**config.mk**
```make
export PLATFORM = sky130hd
export DESIGN_NAME = color_sequencer
export DESIGN_NICKNAME = d
export VERILOG_FILES = /design/src/rtl/color_sequencer.sv
export SDC_FILE = /design/constraint.sdc
export NUM_CORES = 1
export LEC_CHECK = 0
export CELL_PAD_IN_SITES_DETAIL_PLACEMENT = 1
export CELL_PAD_IN_SITES_GLOBAL_PLACEMENT = 1
export CORE_ASPECT_RATIO = 1.75
export CORE_UTILIZATION = 54
export CTS_BUF_LIST = sky130_fd_sc_hd__clkbuf_8
export CTS_CLUSTER_SIZE = 20
export DETAILED_ROUTE_END_ITERATION = 16
export PLACE_DENSITY = 0.88
export SETUP_SLACK_MARGIN = 0.1
export SYNTH_ARGS = -nofsm -noshare
export SYNTH_HDL_FRONTEND = slang
export SYNTH_SLANG_ARGS = --single-unit
export TNS_END_PERCENT = 10
```
**constraint.sdc**
```tcl
create_clock -name clk -period 4 [get_ports clk]
set_input_delay 0.4 -clock clk [delete_from_list [all_inputs] [get_ports clk]]
set_output_delay 0.4 -clock clk [all_outputs]
set_load 0.005 [all_outputs]
```
**src/rtl/color_sequencer.sv**
```systemverilog
// Button front end and run/stop, manual/auto sequencer feeding the RGB colour decoder.
// Optional AUTO mode (step timer and btn_mode path) is compiled in by COLOR_SEQ_AUTO_EN.
module color_sequencer #(
  parameter int DEBOUNCE_CYCLES = 250000,
  parameter int STEP_CYCLES     = 50000000
) (
  input  logic       clk,
  input  logic       rst,
  input  logic       btn_run,
  input  logic       btn_next,
  input  logic       btn_mode,
  output logic [1:0] color_value,
  output logic       main_program,
  output logic       auto_active
);

  localparam int DB_W = $clog2(DEBOUNCE_CYCLES);
  localparam logic [DB_W-1:0] DB_LAST = DB_W'(DEBOUNCE_CYCLES - 1);

`ifdef COLOR_SEQ_AUTO_EN
  localparam int NUM_BTN = 3;
  localparam int STEP_W = $clog2(STEP_CYCLES);
  localparam logic [STEP_W-1:0] STEP_LAST = STEP_W'(STEP_CYCLES - 1);

  typedef enum logic [1:0] {IDLE, MANUAL, AUTO} state_t;
`else
  localparam int NUM_BTN = 2;

  typedef enum logic {IDLE, MANUAL} state_t;
`endif

  logic [NUM_BTN-1:0] btn_raw;
  logic [NUM_BTN-1:0] press;

`ifdef COLOR_SEQ_AUTO_EN
  assign btn_raw = {btn_mode, btn_next, btn_run};
`else
  logic unused_mode;
  assign btn_raw     = {btn_next, btn_run};
  assign unused_mode = btn_mode;
`endif

  // Per button: 2-flop synchroniser, run-length debouncer, registered rising-edge pulse.
  for (genvar gi = 0; gi < NUM_BTN; gi++) begin : g_btn
    logic            sync1_reg;
    logic            sync2_reg;
    logic            deb_reg;
    logic            deb_prev_reg;
    logic            press_reg;
    logic [DB_W-1:0] cnt_reg;

    always_ff @(posedge clk or posedge rst) begin
      if (rst) begin
        sync1_reg    <= 1'b0;
        sync2_reg    <= 1'b0;
        deb_reg      <= 1'b0;
        deb_prev_reg <= 1'b0;
        press_reg    <= 1'b0;
        cnt_reg      <= '0;
      end else begin
        sync1_reg <= btn_raw[gi];
        sync2_reg <= sync1_reg;
        if (sync2_reg == deb_reg) begin
          cnt_reg <= '0;
        end else if (cnt_reg == DB_LAST) begin
          deb_reg <= sync2_reg;
          cnt_reg <= '0;
        end else begin
          cnt_reg <= cnt_reg + 1'b1;
        end
        deb_prev_reg <= deb_reg;
        press_reg    <= deb_reg & ~deb_prev_reg;
      end
    end

    assign press[gi] = press_reg;
  end

  logic run_press;
  logic next_press;
  assign run_press  = press[0];
  assign next_press = press[1];

`ifdef COLOR_SEQ_AUTO_EN
  logic              mode_press;
  logic [STEP_W-1:0] step_reg;
  logic [STEP_W-1:0] step_next;
  assign mode_press = press[2];
`endif

  state_t     state_reg;
  state_t     state_next;
  logic [1:0] color_reg;
  logic [1:0] color_next;
  logic       main_program_reg;
  logic       auto_active_reg;

  always_ff @(posedge clk or posedge rst) begin
    if (rst) begin
      state_reg        <= IDLE;
      color_reg        <= 2'd0;
      main_program_reg <= 1'b0;
      auto_active_reg  <= 1'b0;
`ifdef COLOR_SEQ_AUTO_EN
      step_reg         <= '0;
`endif
    end else begin
      state_reg        <= state_next;
      color_reg        <= color_next;
      main_program_reg <= (state_next != IDLE);
`ifdef COLOR_SEQ_AUTO_EN
      auto_active_reg  <= (state_next == AUTO);
      step_reg         <= step_next;
`else
      auto_active_reg  <= 1'b0;
`endif
    end
  end

  // Priority within a cycle: run, then mode, then next / step timer.
  always_comb begin
    state_next = state_reg;
    color_next = color_reg;
`ifdef COLOR_SEQ_AUTO_EN
    step_next  = step_reg;
`endif
    case (state_reg)
      IDLE: begin
        if (run_press) state_next = MANUAL;
      end
      MANUAL: begin
        if (run_press) begin
          state_next = IDLE;
`ifdef COLOR_SEQ_AUTO_EN
        end else if (mode_press) begin
          state_next = AUTO;
          step_next  = '0;
`endif
        end else if (next_press) begin
          color_next = color_reg + 2'd1;
        end
      end
`ifdef COLOR_SEQ_AUTO_EN
      AUTO: begin
        if (run_press) begin
          state_next = IDLE;
        end else if (mode_press) begin
          state_next = MANUAL;
        end else if (next_press || step_reg == STEP_LAST) begin
          // A coincident next press and terminal count collapse into one step.
          color_next = color_reg + 2'd1;
          step_next  = '0;
        end else begin
          step_next = step_reg + 1'b1;
        end
      end
`endif
      default: state_next = IDLE;
    endcase
  end

  assign color_value  = color_reg;
  assign main_program = main_program_reg;
  assign auto_active  = auto_active_reg;

endmodule

```
======== Yosys cells after proc, flatten, opt, wreduce, memory -nomap -nowiden ========
Index checks and enable logic that the tools add are counted.
word-level totals
  register bits ........................... 49
  bits in latches ......................... 0
  memory bits (writable) .................. 0
  memory bits (read-only) ................. 0
  input bits .............................. 5
  output and inout bits ................... 4
  logic and storage cells ................. 39
  memories kept ........................... 0
cells by class
  add/sub/neg operators ................... 3
  multiply operators ...................... 0
  div/mod/pow operators ................... 0
  $lt $le $gt $ge ......................... 0
  equal/unequal tests ..................... 4
  shifts and indexed selects .............. 0
  muxes and demuxes ....................... 7
  bitwise logic cells ..................... 8
  reductions and logical operators ........ 3
operator list
  operator                 number
  $mux W18                 4
  $add A18 B1 Y18 const B  2
  $eq A18 B18 Y1 const B   2
  $not A1 Y1               6
  $reduce_and A2 Y1        2
  $reduce_and A3 Y1        1
  $add A2 B1 Y2 const B    1
  $and A1 B1 Y1            2
  $eq A1 B1 Y1             2
  $mux W1                  2
  $pmux W1 S2              1

======== Depth between registers and ports, before layout ========
  depth in word-level cells ............... 3
  depth in mapped cells ................... 6
  depth with buffers taken out ............ 5

======== Worst setup path before layout ========
No wires, ideal clock.
  path kind ............................... register -> register
  start ................................... register g_btn[1].cnt_reg[10]
  end ..................................... register g_btn[1].cnt_reg[10]
  setup time .............................. 119 ps
  arrival ................................. 1640 ps
  required time ........................... 3881 ps
  setup slack ............................. 2242 ps
  cell stages (with the launch flop) ...... 6
  path buffers ............................ 1
  clock period less this slack ............ 1758 ps
  path through ............................ dfrtp_1 > nor4_1 > nand4_1 > o41ai_4 > buf_6 > nor2_1
on the way
  longest elaborated chain between the ends .. 3
  elaborated cells on any way between the ends .. 4
  those cells by class .................... 1 x add/sub; 1 x eq/ne; 2 x mux
ends and longest elaborated chain
  item                                                      RTL line  RTL
  from (decl)                                               50        logic [DB_W-1:0] cnt_reg;
  from (signal assigned)                                    69        cnt_reg <= cnt_reg + 1'b1;
  $add A18 B1 Y18 / $eq A18 B18 Y1 (equally long branches)  69, 65
  $mux W18 (*)                                              65        end else if (cnt_reg == DB_LAST) begin
  $mux W18 (*)                                              63        if (sync2_reg == deb_reg) begin
Every way passes the cells marked *; elsewhere a longest branch is shown, timed or not.
A chain may end at the register's enable or synchronous reset.

======== Final worst setup path ========
  start ................................... register g_btn[1].cnt_reg[10]
  end ..................................... register g_btn[1].cnt_reg[9]
on the way
  longest elaborated chain between the ends .. 3
ends and longest elaborated chain
  item            RTL line
  $eq A18 B18 Y1  65
  $mux W18        65
  $mux W18        63
No other way between the ends.

==> impl_metrics.env <==
export IMPL_status="finished clean"
export IMPL_synthMuxAreaShare=0.00986
export IMPL_min_to="g_btn[1].sync2_reg"
export IMPL_synthXorXnorAreaFrac=0.123
export IMPL_largest_reg_flops=36
export IMPL_mostFrequentLayoutCells="dfrtp_1, nor2_1, xnor2_1, nand3_1"
export IMPL_post_cts_setup_buffer_count=0
export IMPL_area_delta_synth_final_pct=8.88
export IMPL_gr_usage_all_layers=0.271
export IMPL_crit_path_end_kind="flip-flop"
export IMPL_rsz0062_at_grt="no"
export IMPL_antenna_found_initial=0
export IMPL_finalSetupViolCount=0
export IMPL_drtIter0Drc=21
export IMPL_cts_sinks=49
export IMPL_synth_area_leaders="dfrtp_1, xnor2_1, nor2_1"
export IMPL_period_minus_slack_ns=2.26
export IMPL_ys_ff_latch=49
export IMPL_core_area_sq_mm=0.00398
export IMPL_worstMarginPinSlew_ns=1.00
export IMPL_skew_ns=0.0144
export IMPL_p_leak_uw=0.00105
export IMPL_synth_cell_types=29
export IMPL_row_count=30
export IMPL_synth_top_cell_by_area="dfrtp_1"
export IMPL_r2r_slack_ns=1.74
export IMPL_grt_max_degree=50
export IMPL_antennaDiodeCount=0
export IMPL_syn_num_nets=222
export IMPL_tns_ns=0
export IMPL_min_from="g_btn[1].sync1_reg"
export IMPL_cts_buffer_depth=2
export IMPL_ir_drop_uv=298
export IMPL_routed_wl_mm=5.31
export IMPL_start_util=0.574
export IMPL_wl_met2_mm=3.16
export IMPL_post_route_period_util=0.564
export IMPL_synth_cells=214
export IMPL_cts_tree="built"
export IMPL_synth_compound_area_share=0.0449
export IMPL_syn_cell_area_sq_mm=0.00228
export IMPL_wl_met3_microns=56
export IMPL_io_buffer_count=6
export IMPL_ctsResizeCount=0
export IMPL_synth_top_family_by_area="simple AND/OR/NAND/NOR gates"
export IMPL_hpwlAfterDp_mm=3.82
export IMPL_dr_pass1_iters=4
export IMPL_pin_count=9
export IMPL_max_freq_mhz=443
export IMPL_r2r_end="g_btn[1].cnt_reg[9]"
export IMPL_synthAdderAreaFrac=0.0164
export IMPL_cp_start_kind="flip-flop"
export IMPL_route_vias_total=1597
export IMPL_synth_simple_area_share=0.240
export IMPL_drive_gt1_frac=0.0804
export IMPL_whs_path_depth=0
export IMPL_seq_area_frac_synth=0.537
export IMPL_synth_top_area_share=0.537
export IMPL_clk_pin_slew_worst_paths_ns=0.09
export IMPL_drt_vias_per_instance=5.87
export IMPL_crit_type="flip-flop to flip-flop"
export IMPL_critPathLaunch="g_btn[1].cnt_reg[10]"
export IMPL_dp_cells=264
export IMPL_hold_viol_final=0
export IMPL_grt_pass1_wl_mm=8.58
export IMPL_wire_per_inst_microns=19.5
export IMPL_antenna_left=0
export IMPL_worstPathRequired_ns=4.14
export IMPL_fp_dieArea_sq_mm=0.00450
export IMPL_final_common_cell="dfrtp_1"
export IMPL_grt_pass1_vias=1757
export IMPL_hp_class="flip-flop to flip-flop"
export IMPL_cts_root_buf="clkbuf_8"
export IMPL_cts_hold_buf=0
export IMPL_fill_cells=433
export IMPL_die_height_microns=88.0
export IMPL_wl_met1_mm=1.94
export IMPL_htreeDepth=2
export IMPL_drv_slew=0
export IMPL_drc=0
export IMPL_r2r_start="g_btn[1].cnt_reg[10]"
export IMPL_cap_violations=0
export IMPL_overflow=0
export IMPL_slew_headroom=0.331
export IMPL_instances_no_fill=272
export IMPL_dr_max_layer_used="met4"
export IMPL_cts_made_buffers=5
export IMPL_synth_warnings=0
export IMPL_hold_slack_ns=0.365
export IMPL_nets=231
export IMPL_insertion_delay_ns=0.31
export IMPL_crit_arrival_ns=2.40
export IMPL_p_per_area_mw_per_mm2=361
export IMPL_die_w_microns=51.2
export IMPL_crit_fanout=18
export IMPL_reg2regPathDepth=4
export IMPL_avgSynthCellArea_sq_um=10.7
export IMPL_gp_congestion=0.815
layer usage:
layer | up-vias | track usage
li1 | 754 | -
met1 | 817 | 0.257
met2 | 14 | 0.539
met3 | 12 | 0.0417
met4 | 0 | 0.129
met5 | - | 0
worst max-delay path by stage:
stage	to	slack (ns)	cells after the start
2_1_floorplan	g_btn[1].cnt_reg[10]	2.24	5
3_3_place_gp	g_btn[1].cnt_reg[16]	1.88	4
3_5_place_dp	g_btn[1].cnt_reg[9]	1.71	4
4_1_cts	g_btn[1].cnt_reg[9]	1.70	4
5_1_grt	g_btn[1].cnt_reg[14]	1.58	4
6_report	g_btn[1].cnt_reg[9]	1.74	4
Yosys cell counts:
cell type  number
dfrtp_1        49
nor2_1         37
xnor2_1        21
nand3_1        15
nand2_1        11
nor4_1         11
xor2_1         11
inv_1           9
nand4_1         9
nor3_1          5
a21oi_1         4
ha_1            3
nor2b_1         3
o31ai_1         3
or4_1           3
and4_1          2
buf_2           2
mux2_2          2
nand4_2         2
o41ai_4         2
or3_4           2
and4_2          1
buf_4           1
buf_6           1
conb_1          1
nor4bb_1        1
o21ai_0         1
or2_2           1
or4b_1          1
power breakdown:
part           switching [uW]  internal, uW
Sequential               6.94           502
Clock                     171           185
Combinational            22.3          9.65
critical path: stages (launching register included):
cell and delay [ns]:
dfrtp_1 0.44, nor4_1 0.28, nand4_1 0.23, o41ai_4 0.98, nor2_1 0.15
through the flow:
stage | total power [uW] | util | area [sq um] | worst slack (ns)
after global routing | 927 | 0.625 | 2490 | 1.58
after global placement | 548 | 0.597 | 2370 | 1.88
after floorplan | 541 | - | 2280 | 2.24
final | 897 | 0.625 | 2490 | 1.74
after detailed placement | 551 | 0.597 | 2370 | 1.71
after CTS | 900 | 0.625 | 2490 | 1.70
cell families (layout without fill, tap and decap cells):
kind of cell / after synthesis / in the layout
simple gates: 104 / 104
flops: 49 / 49
xor+xnor: 32 / 32
buf+inv: 13 / 23
compound gates: 10 / 10
fa+ha+maj: 3 / 3
mux: 2 / 2
other cells: 1 / 1
cell type report:
cell class / instances / area (sq um) / area share
sequential: 49 / 1230 / 0.493
timing repair buffer: 6 / 60.1 / 0.0242
multi-input combinational: 152 / 995 / 0.400
clock inverter: 3 / 42.5 / 0.0171
tap: 48 / 60.1 / 0.0242
inverter: 9 / 33.8 / 0.0136
clock buffer: 5 / 68.8 / 0.0277
(Power assumes the default switching activity.)
